**config.mk**
```make
export PLATFORM = sky130hd
export DESIGN_NAME = load_store_unit_flat
export DESIGN_NICKNAME = d
export VERILOG_FILES = /design/src/rtl/load_store_unit_if.sv /design/src/rtl/load_store_unit.sv /design/src/flat_wrapper.sv
export SDC_FILE = /design/constraint.sdc
export NUM_CORES = 1
export LEC_CHECK = 0
export ABC_AREA = 1
export BUFFER_PORTS_ARGS = -buffer_cell sky130_fd_sc_hd__buf_4
export CAP_MARGIN = 10
export CORE_UTILIZATION = 40
export CTS_CLUSTER_SIZE = 16
export DETAILED_ROUTE_END_ITERATION = 16
export GPL_ROUTABILITY_DRIVEN = 0
export PLACE_DENSITY = 0.68
export SYNTH_ARGS = -nofsm -noshare
export SYNTH_HDL_FRONTEND = slang
export SYNTH_SLANG_ARGS = --single-unit
```
**constraint.sdc**
```tcl
create_clock -name clk -period 7.1 [get_ports clk]
set_input_delay 1.42 -clock clk [delete_from_list [all_inputs] [get_ports clk]]
set_output_delay 1.42 -clock clk [all_outputs]
set_load 0.03 [all_outputs]
```
**src/rtl/load_store_unit_if.sv**
```systemverilog
// Execute-side request, writeback-side response and word-wide memory bus of the load/store unit.
// The slave modport is the LSU itself; the master modport is everything around it.
interface load_store_unit_if;
  logic        req_valid;
  logic        req_ready;
  logic        req_is_load;
  logic        req_is_store;
  logic [2:0]  req_funct3;
  logic [31:0] req_addr;
  logic [31:0] req_wdata;
  logic [4:0]  req_rd;

  logic        mem_req;
  logic        mem_we;
  logic [31:0] mem_addr;
  logic [31:0] mem_wdata;
  logic [3:0]  mem_be;
  logic        mem_ack;
  logic [31:0] mem_rdata;

  logic        resp_valid;
  logic        resp_ready;
  logic [4:0]  resp_rd;
  logic [31:0] resp_data;
  logic        resp_err;

  modport slave (
    input  req_valid, req_is_load, req_is_store, req_funct3, req_addr, req_wdata, req_rd,
    input  mem_ack, mem_rdata, resp_ready,
    output req_ready, mem_req, mem_we, mem_addr, mem_wdata, mem_be,
    output resp_valid, resp_rd, resp_data, resp_err
  );

  modport master (
    output req_valid, req_is_load, req_is_store, req_funct3, req_addr, req_wdata, req_rd,
    output mem_ack, mem_rdata, resp_ready,
    input  req_ready, mem_req, mem_we, mem_addr, mem_wdata, mem_be,
    input  resp_valid, resp_rd, resp_data, resp_err
  );
endinterface

```
**src/rtl/load_store_unit.sv**
```systemverilog
// Memory-access stage: one aligned access per request on a req/ack word bus, with byte lanes,
// load extension, misalignment/illegal-width detection and an optional bus timeout.
module load_store_unit #(
  parameter int unsigned TIMEOUT_CYCLES = 16
) (
  input  logic             clk,
  input  logic             rst,
  load_store_unit_if.slave bus
);

  localparam int unsigned CNT_W      = (TIMEOUT_CYCLES < 2) ? 1 : $clog2(TIMEOUT_CYCLES + 1);
  localparam bit          TIMEOUT_EN = (TIMEOUT_CYCLES != 0);
  localparam logic [CNT_W-1:0] CNT_LAST =
    CNT_W'((TIMEOUT_CYCLES == 0) ? 0 : TIMEOUT_CYCLES - 1);

  typedef enum logic [1:0] {IDLE, REQ, RESP} state_t;

  typedef struct packed {
    logic       is_load;
    logic [2:0] funct3;
    logic [1:0] offset;
    logic [4:0] rd;
  } op_t;

  state_t           state_q, state_d;
  logic [CNT_W-1:0] cnt_q, cnt_d;
  op_t              op_q, op_d;

  logic        mem_req_q, mem_req_d;
  logic        mem_we_q, mem_we_d;
  logic [31:0] mem_addr_q, mem_addr_d;
  logic [31:0] mem_wdata_q, mem_wdata_d;
  logic [3:0]  mem_be_q, mem_be_d;
  logic        resp_valid_q, resp_valid_d;
  logic [4:0]  resp_rd_q, resp_rd_d;
  logic [31:0] resp_data_q, resp_data_d;
  logic        resp_err_q, resp_err_d;

  logic        accept;
  logic        f3_legal;
  logic        misaligned;
  logic        bad;
  logic [3:0]  store_be;
  logic [31:0] store_wdata;
  logic [31:0] shifted;
  logic [31:0] load_data;

  assign bus.req_ready  = (state_q == IDLE) & ~rst;
  assign accept         = bus.req_valid & bus.req_ready & (bus.req_is_load | bus.req_is_store);

  assign bus.mem_req    = mem_req_q;
  assign bus.mem_we     = mem_we_q;
  assign bus.mem_addr   = mem_addr_q;
  assign bus.mem_wdata  = mem_wdata_q;
  assign bus.mem_be     = mem_be_q;
  assign bus.resp_valid = resp_valid_q;
  assign bus.resp_rd    = resp_rd_q;
  assign bus.resp_data  = resp_data_q;
  assign bus.resp_err   = resp_err_q;

  // Request decode: width legality, alignment and store lane placement.
  always_comb begin
    f3_legal    = 1'b0;
    store_be    = 4'hF;
    store_wdata = bus.req_wdata;
    if (bus.req_is_load) begin
      f3_legal = bus.req_funct3 inside {3'b000, 3'b001, 3'b010, 3'b100, 3'b101};
    end else begin
      f3_legal = bus.req_funct3 inside {3'b000, 3'b001, 3'b010};
    end
    misaligned = ((bus.req_funct3[1:0] == 2'b01) & bus.req_addr[0]) |
                 ((bus.req_funct3[1:0] == 2'b10) & (bus.req_addr[1:0] != 2'b00));
    bad = ~f3_legal | misaligned;
    case (bus.req_funct3[1:0])
      2'b00: begin
        store_be    = 4'(4'b0001 << bus.req_addr[1:0]);
        store_wdata = {4{bus.req_wdata[7:0]}};
      end
      2'b01: begin
        store_be    = bus.req_addr[1] ? 4'b1100 : 4'b0011;
        store_wdata = {2{bus.req_wdata[15:0]}};
      end
      default: begin
        store_be    = 4'hF;
        store_wdata = bus.req_wdata;
      end
    endcase
  end

  // Load lane extraction and extension from the captured width and byte offset.
  always_comb begin
    shifted = bus.mem_rdata >> {op_q.offset, 3'b000};
    case (op_q.funct3)
      3'b000:  load_data = {{24{shifted[7]}}, shifted[7:0]};
      3'b001:  load_data = {{16{shifted[15]}}, shifted[15:0]};
      3'b100:  load_data = {24'h000000, shifted[7:0]};
      3'b101:  load_data = {16'h0000, shifted[15:0]};
      default: load_data = shifted;
    endcase
  end

  always_ff @(posedge clk or posedge rst) begin
    if (rst) begin
      state_q      <= IDLE;
      cnt_q        <= '0;
      op_q         <= '0;
      mem_req_q    <= 1'b0;
      mem_we_q     <= 1'b0;
      mem_addr_q   <= '0;
      mem_wdata_q  <= '0;
      mem_be_q     <= '0;
      resp_valid_q <= 1'b0;
      resp_rd_q    <= '0;
      resp_data_q  <= '0;
      resp_err_q   <= 1'b0;
    end else begin
      state_q      <= state_d;
      cnt_q        <= cnt_d;
      op_q         <= op_d;
      mem_req_q    <= mem_req_d;
      mem_we_q     <= mem_we_d;
      mem_addr_q   <= mem_addr_d;
      mem_wdata_q  <= mem_wdata_d;
      mem_be_q     <= mem_be_d;
      resp_valid_q <= resp_valid_d;
      resp_rd_q    <= resp_rd_d;
      resp_data_q  <= resp_data_d;
      resp_err_q   <= resp_err_d;
    end
  end

  // Next state and next registered outputs; everything holds unless a transition fires.
  always_comb begin
    state_d      = state_q;
    cnt_d        = cnt_q;
    op_d         = op_q;
    mem_req_d    = mem_req_q;
    mem_we_d     = mem_we_q;
    mem_addr_d   = mem_addr_q;
    mem_wdata_d  = mem_wdata_q;
    mem_be_d     = mem_be_q;
    resp_valid_d = resp_valid_q;
    resp_rd_d    = resp_rd_q;
    resp_data_d  = resp_data_q;
    resp_err_d   = resp_err_q;
    case (state_q)
      IDLE: begin
        if (accept) begin
          op_d.is_load = bus.req_is_load;
          op_d.funct3  = bus.req_funct3;
          op_d.offset  = bus.req_addr[1:0];
          op_d.rd      = bus.req_rd;
          if (bad) begin
            state_d      = RESP;
            resp_valid_d = 1'b1;
            resp_err_d   = 1'b1;
            resp_rd_d    = '0;
            resp_data_d  = '0;
          end else begin
            state_d     = REQ;
            cnt_d       = '0;
            mem_req_d   = 1'b1;
            mem_we_d    = ~bus.req_is_load;
            mem_addr_d  = {bus.req_addr[31:2], 2'b00};
            mem_be_d    = bus.req_is_load ? 4'hF : store_be;
            mem_wdata_d = store_wdata;
          end
        end
      end
      REQ: begin
        if (bus.mem_ack) begin
          state_d      = RESP;
          mem_req_d    = 1'b0;
          resp_valid_d = 1'b1;
          resp_err_d   = 1'b0;
          resp_rd_d    = op_q.is_load ? op_q.rd : 5'd0;
          resp_data_d  = op_q.is_load ? load_data : 32'd0;
        end else if (TIMEOUT_EN && (cnt_q == CNT_LAST)) begin
          state_d      = RESP;
          mem_req_d    = 1'b0;
          resp_valid_d = 1'b1;
          resp_err_d   = 1'b1;
          resp_rd_d    = '0;
          resp_data_d  = '0;
        end else if (TIMEOUT_EN) begin
          cnt_d = cnt_q + CNT_W'(1);
        end
      end
      RESP: begin
        if (bus.resp_ready) begin
          state_d      = IDLE;
          resp_valid_d = 1'b0;
        end
      end
      default: state_d = IDLE;
    endcase
  end

endmodule

```
**src/flat_wrapper.sv**
```systemverilog
// flat-port wrapper written by rule: the top's interface ports become plain ports
module load_store_unit_flat 
#(
  parameter int unsigned TIMEOUT_CYCLES = 16
)
  (clk, rst, bus_req_valid, bus_req_is_load, bus_req_is_store, bus_req_funct3, bus_req_addr, bus_req_wdata, bus_req_rd, bus_mem_ack, bus_mem_rdata, bus_resp_ready, bus_req_ready, bus_mem_req, bus_mem_we, bus_mem_addr, bus_mem_wdata, bus_mem_be, bus_resp_valid, bus_resp_rd, bus_resp_data, bus_resp_err);
  load_store_unit_if bus_i ();
  input  logic clk;
  input  logic rst;
  input wire logic [$bits(bus_i.req_valid)-1:0] bus_req_valid;
  input wire logic [$bits(bus_i.req_is_load)-1:0] bus_req_is_load;
  input wire logic [$bits(bus_i.req_is_store)-1:0] bus_req_is_store;
  input wire logic [$bits(bus_i.req_funct3)-1:0] bus_req_funct3;
  input wire logic [$bits(bus_i.req_addr)-1:0] bus_req_addr;
  input wire logic [$bits(bus_i.req_wdata)-1:0] bus_req_wdata;
  input wire logic [$bits(bus_i.req_rd)-1:0] bus_req_rd;
  input wire logic [$bits(bus_i.mem_ack)-1:0] bus_mem_ack;
  input wire logic [$bits(bus_i.mem_rdata)-1:0] bus_mem_rdata;
  input wire logic [$bits(bus_i.resp_ready)-1:0] bus_resp_ready;
  output wire logic [$bits(bus_i.req_ready)-1:0] bus_req_ready;
  output wire logic [$bits(bus_i.mem_req)-1:0] bus_mem_req;
  output wire logic [$bits(bus_i.mem_we)-1:0] bus_mem_we;
  output wire logic [$bits(bus_i.mem_addr)-1:0] bus_mem_addr;
  output wire logic [$bits(bus_i.mem_wdata)-1:0] bus_mem_wdata;
  output wire logic [$bits(bus_i.mem_be)-1:0] bus_mem_be;
  output wire logic [$bits(bus_i.resp_valid)-1:0] bus_resp_valid;
  output wire logic [$bits(bus_i.resp_rd)-1:0] bus_resp_rd;
  output wire logic [$bits(bus_i.resp_data)-1:0] bus_resp_data;
  output wire logic [$bits(bus_i.resp_err)-1:0] bus_resp_err;
  assign bus_i.req_valid = bus_req_valid;
  assign bus_i.req_is_load = bus_req_is_load;
  assign bus_i.req_is_store = bus_req_is_store;
  assign bus_i.req_funct3 = bus_req_funct3;
  assign bus_i.req_addr = bus_req_addr;
  assign bus_i.req_wdata = bus_req_wdata;
  assign bus_i.req_rd = bus_req_rd;
  assign bus_i.mem_ack = bus_mem_ack;
  assign bus_i.mem_rdata = bus_mem_rdata;
  assign bus_i.resp_ready = bus_resp_ready;
  assign bus_req_ready = bus_i.req_ready;
  assign bus_mem_req = bus_i.mem_req;
  assign bus_mem_we = bus_i.mem_we;
  assign bus_mem_addr = bus_i.mem_addr;
  assign bus_mem_wdata = bus_i.mem_wdata;
  assign bus_mem_be = bus_i.mem_be;
  assign bus_resp_valid = bus_i.resp_valid;
  assign bus_resp_rd = bus_i.resp_rd;
  assign bus_resp_data = bus_i.resp_data;
  assign bus_resp_err = bus_i.resp_err;
  load_store_unit #(.TIMEOUT_CYCLES(TIMEOUT_CYCLES)) u_core (.clk(clk), .rst(rst), .bus(bus_i));
endmodule
```
==> report_table.html <==
<table>
<tr><th>Metric</th><th>Value</th></tr>
<tr><th colspan="2">Detailed routing</th></tr>
<tr><td>Post-route antenna net violation count</td><td>0</td></tr>
<tr><td>Iteration count of the initial detailed-routing pass</td><td>4</td></tr>
<tr><td>Post-route DRC violation count</td><td>0</td></tr>
<tr><td>Total Routed Length</td><td>~16000 microns</td></tr>
<tr><td>Routed vias</td><td>around 5500</td></tr>
<tr><td>Vias per cell</td><td>between 4 and 5</td></tr>
<tr><td>Detailed router's first-iteration violation count</td><td>~350</td></tr>
<tr><td>Average wire per cell in the routed design</td><td>around 14 microns</td></tr>
<tr><th colspan="2">Timing</th></tr>
<tr><td>Number of pins with negative max-slew slack in the final report</td><td>0</td></tr>
<tr><td>Max-slew headroom</td><td>0.291</td></tr>
<tr><td>Highest achievable clock rate</td><td>259 MHz</td></tr>
<tr><td>Clock period minus final worst setup slack</td><td>between 3 and 4 ns</td></tr>
<tr><td>Setup total negative slack</td><td>0 ns</td></tr>
<tr><td>Count of final hold-check violations</td><td>0</td></tr>
<tr><td>Setup violation total in the final timing report</td><td>0</td></tr>
<tr><td>Portion of the clock cycle consumed by the worst path in the final layout</td><td>0.543</td></tr>
<tr><td>Worst slew pin tran</td><td>1.06 ns</td></tr>
<tr><td>Unrepaired setup endpoints after global routing</td><td>false</td></tr>
<tr><td>Max Clock Skew</td><td>around 0.0078 ns</td></tr>
<tr><th colspan="2">Synthesis</th></tr>
<tr><td>Async set-reset flop share out of synthesis</td><td>1.00</td></tr>
<tr><td>Average cell area after synthesis</td><td>7.79 sq um</td></tr>
<tr><td>Instance count of the mapped netlist</td><td>between 700 and 800</td></tr>
<tr><td>Distinct cell type count of the synthesized netlist</td><td>30</td></tr>
<tr><td>Number of warning messages in the yosys log</td><td>0</td></tr>
<tr><td>Cell with the most instances after synthesis</td><td>nand2_1</td></tr>
<tr><td>Cell taking the most area after synthesis</td><td>dfrtp_1</td></tr>
<tr><td>Seq/Total Area, Yosys</td><td>0.526</td></tr>
<tr><td>Top cells by instance count after synthesis</td><td>nand2_1, dfrtp_1, o21ai_0, a21oi_1, inv_1</td></tr>
<tr><td>Post-synth EDFFs</td><td>0</td></tr>
<tr><td>Area share of the leading cell type in the synthesized netlist</td><td>0.526</td></tr>
<tr><td>Top cells by area in the synthesized netlist</td><td>dfrtp_1, nand2_1, o21ai_0</td></tr>
<tr><td>Ys flop type</td><td>dfrtp_1</td></tr>
<tr><td>Flip-flop and latch count after synthesis</td><td>125</td></tr>
<tr><td>Synthesized cell area</td><td>between 5000 and 6000 sq um</td></tr>
<tr><th colspan="2">Critical path</th></tr>
<tr><td>Start-to-end type of the worst setup path</td><td>input port to flop</td></tr>
<tr><td>Critical Path Source Type</td><td>input port</td></tr>
<tr><td>Worst path required time</td><td>7.38 ns</td></tr>
<tr><td>Capturing element type of the critical path</td><td>flop</td></tr>
<tr><td>Max stage delay cell, worst path</td><td>nand3_2</td></tr>
<tr><td>Dominant cell type by count on the critical path</td><td>buf_4</td></tr>
<tr><td>Data arrival time of the critical path</td><td>4.14 ns</td></tr>
<tr><td>Largest fanout on the critical path</td><td>56</td></tr>
<tr><td>Cell-by-cell trace of the critical path</td><td>buf_4, inv_4, nand4_2, inv_2, nand3_2, buf_4, nand2_1, o21ai_0</td></tr>
<tr><td>Critical path's largest stage delay</td><td>0.55 ns</td></tr>
<tr><th colspan="2">Die</th></tr>
<tr><td>Num rows</td><td>44</td></tr>
<tr><td>Area of the core</td><td>about 15000 sq um</td></tr>
<tr><td>Number of top-level design ports</td><td>221</td></tr>
<tr><td>Total die area</td><td>15400 sq um</td></tr>
<tr><td>Initial Util</td><td>0.409</td></tr>
<tr><td>Y dimension of the die</td><td>124 microns</td></tr>
<tr><td>Die width</td><td>124 microns</td></tr>
<tr><th colspan="2">Final layout</th></tr>
<tr><td>Area Growth Syn to Fin</td><td>37.1%</td></tr>
<tr><td>Antenna Diode Count</td><td>0</td></tr>
<tr><td>Fraction of layout cells with a size suffix above 1</td><td>0.274</td></tr>
<tr><td>Final Non-Filler Cells</td><td>1156</td></tr>
<tr><td>Fill cell count</td><td>1408</td></tr>
<tr><td>Total number of nets in the final design</td><td>1072</td></tr>
<tr><td>Storage cell area</td><td>3130 sq um</td></tr>
<tr><td>Area of the multi-input gates</td><td>2400 sq um</td></tr>
<tr><th colspan="2">Placed design</th></tr>
<tr><td>Half-perimeter wire length after detailed placement</td><td>11300 microns</td></tr>
<tr><td>Number of input and output port buffers inserted</td><td>218</td></tr>
<tr><td>Number of cells in the design after placement</td><td>1124</td></tr>
<tr><th colspan="2">Power</th></tr>
<tr><td>Sw power</td><td>1.46 mW</td></tr>
<tr><td>Max IR drop VDD</td><td>0.256 mV</td></tr>
<tr><td>Logic pwr share</td><td>0.421</td></tr>
<tr><td>Design internal power</td><td>between 2 and 2.5 mW</td></tr>
<tr><td>Leakage dissipation</td><td>4.52 nW</td></tr>
<tr><td>Switching Share</td><td>0.421</td></tr>
<tr><td>Clock network fraction of total power</td><td>0.245</td></tr>
<tr><td>Pwr per Cell Area</td><td>425 nW/um^2</td></tr>
<tr><td>Share of total power in sequential cells</td><td>0.334</td></tr>
<tr><th colspan="2">CTS</th></tr>
<tr><td>Clk Latency, worst-skew pair</td><td>between 0.4 and 0.5 ns</td></tr>
<tr><td>Setup repair bufs after CTS</td><td>0</td></tr>
<tr><td>H-tree depth</td><td>4</td></tr>
<tr><td>Max Buffers Root-to-Sink</td><td>2</td></tr>
<tr><td>Clock root buffer</td><td>clkbuf_16</td></tr>
<tr><td>Number of buffers inserted during clock tree synthesis</td><td>17</td></tr>
<tr><td>Hold buffers post-CTS</td><td>0</td></tr>
<tr><td>Count of cells resized by post-cts repair</td><td>0</td></tr>
<tr><td>TritonCTS clock tree</td><td>built</td></tr>
<tr><td>Total clock sinks</td><td>125</td></tr>
<tr><td>Clock transition at the register clock pins on the worst setup and hold paths after CTS</td><td>about 0.060 ns</td></tr>
<tr><th colspan="2">Worst hold path</th></tr>
<tr><td>Min-Delay Path Class</td><td>flop to flop</td></tr>
<tr><th colspan="2">Global routing</th></tr>
<tr><td>Number of antenna violations at the first check in global routing</td><td>0</td></tr>
<tr><td>Maximum number of pins on one net before global-route repair</td><td>72</td></tr>
<tr><td>First-pass GRT wire length</td><td>25400 microns</td></tr>
<tr><td>Number of global-route vias before repair</td><td>5084</td></tr>
<tr><td>Sum of overflow across all layers after global routing</td><td>0</td></tr>
<tr><td>Total Routing Usage GR</td><td>0.216</td></tr>
<tr><th colspan="2">Run</th></tr>
<tr><td># Max-Cap Violations</td><td>0</td></tr>
<tr><th colspan="2">Run status</th></tr>
<tr><td>Result of the run</td><td>finished clean</td></tr>
</table>
## final timing paths
kind,cells past startpoint,slack [ns],startpoint,to
max in group asynchronous,3,4.55,rst,u_core.op_q[3]$_DFFE_PP0P_
min in group asynchronous,2,1.13,rst,u_core.bus.resp_rd[1]$_DFFE_PP0P_
worst max register to register,7,4.31,u_core.op_q[5]$_DFFE_PP0P_,u_core.bus.resp_data[25]$_DFFE_PP0P_
worst min-delay path,2,0.47,u_core.bus.mem_addr[29]$_DFFE_PP0P_,u_core.bus.mem_addr[29]$_DFFE_PP0P_
worst min register to register,2,0.47,u_core.bus.mem_addr[29]$_DFFE_PP0P_,u_core.bus.mem_addr[29]$_DFFE_PP0P_
worst max-delay path,8,3.24,rst,u_core.bus.mem_wdata[7]$_DFFE_PP0P_
## cells by family (layout without fill, tap and decap cells)
group                    after synthesis  count (layout)  synth area share
flip-flops                           125             125             0.526
AND/OR/NAND/NOR                      418             418             0.284
other                                  1               2          0.000631
adder cells (fa/ha/maj)                2               2           0.00421
XOR/XNOR                               1               1           0.00147
AO/OA/AOI/OAI                        130             130             0.113
buffers and inverters                 86             294            0.0703
## registers in the layout (all words and copies together), names as in the netlist, 2 cells and up
signal and flops:
u_core.bus.mem_wdata 32, u_core.bus.resp_data 32, u_core.bus.mem_addr 30, u_core.op_q 11, u_core.bus.resp_rd 5, u_core.cnt_q 5, u_core.bus.mem_be 4, u_core.state_q 2
## through the flow
step,utilization,worst slack [ns],hold WS (ns),total power [mW],cell area [sq um]
after floorplan,-,1.88,0.449,2.10,5950
after global placement,0.521,2.84,0.457,2.62,7570
after detailed placement,0.521,2.79,0.459,2.63,7570
after CTS,0.561,3.21,0.473,3.49,8150
after global routing,0.561,2.76,0.489,3.69,8150
final,0.561,3.24,0.470,3.46,8150
## area by class of cell
| type | instances | share of cell area |
|---|---|---|
| clock inverter | 11 | 0.0143 |
| timing repair buffer | 220 | 0.203 |
| inverter | 42 | 0.0197 |
| tap | 184 | 0.0283 |
| sequential | 125 | 0.384 |
| multi-input combinational | 553 | 0.295 |
| clock buffer | 21 | 0.0565 |
## worst max-delay path, delay by kind of cell
family | cells | cell delay (ns)
buffers and inverters | 4 | 1.48
and+or+nand+nor | 3 | 1.11
AOI/OAI and AO/OA | 1 | 0.08
## layer usage
metal | track usage | vias to the layer above | share of wire
met5 | 0 | - | 0
met2 | 0.328 | 182 | 0.46
met1 | 0.293 | 2524 | 0.45
li1 | - | 2808 | -
met3 | 0.0723 | 18 | 0.077
met4 | 0.0625 | 0 | 0.012
## power by group through the flow
stage / sequential, mW / clock, mW / combinational [mW]
after global placement: 1.16 / 0 / 1.46
final: 1.16 / 0.847 / 1.46
after floorplan: 1.53 / 0 / 0.578
after CTS: 1.16 / 0.864 / 1.47
after global routing: 1.19 / 0.893 / 1.60
after detailed placement: 1.16 / 0 / 1.47
## layout by cell type, fill, tap and decap left out, types with 5 or more instances in the layout
master,instances
a21oi_1,39
buf_4,220
clkbuf_16,17
clkinv_2,5
dfrtp_1,125
inv_1,37
nand2_1,350
nand3_1,22
nand3_2,5
nor2_1,29
o211ai_1,7
o21ai_0,77
o21ai_1,5
(Power assumes the default switching activity.)
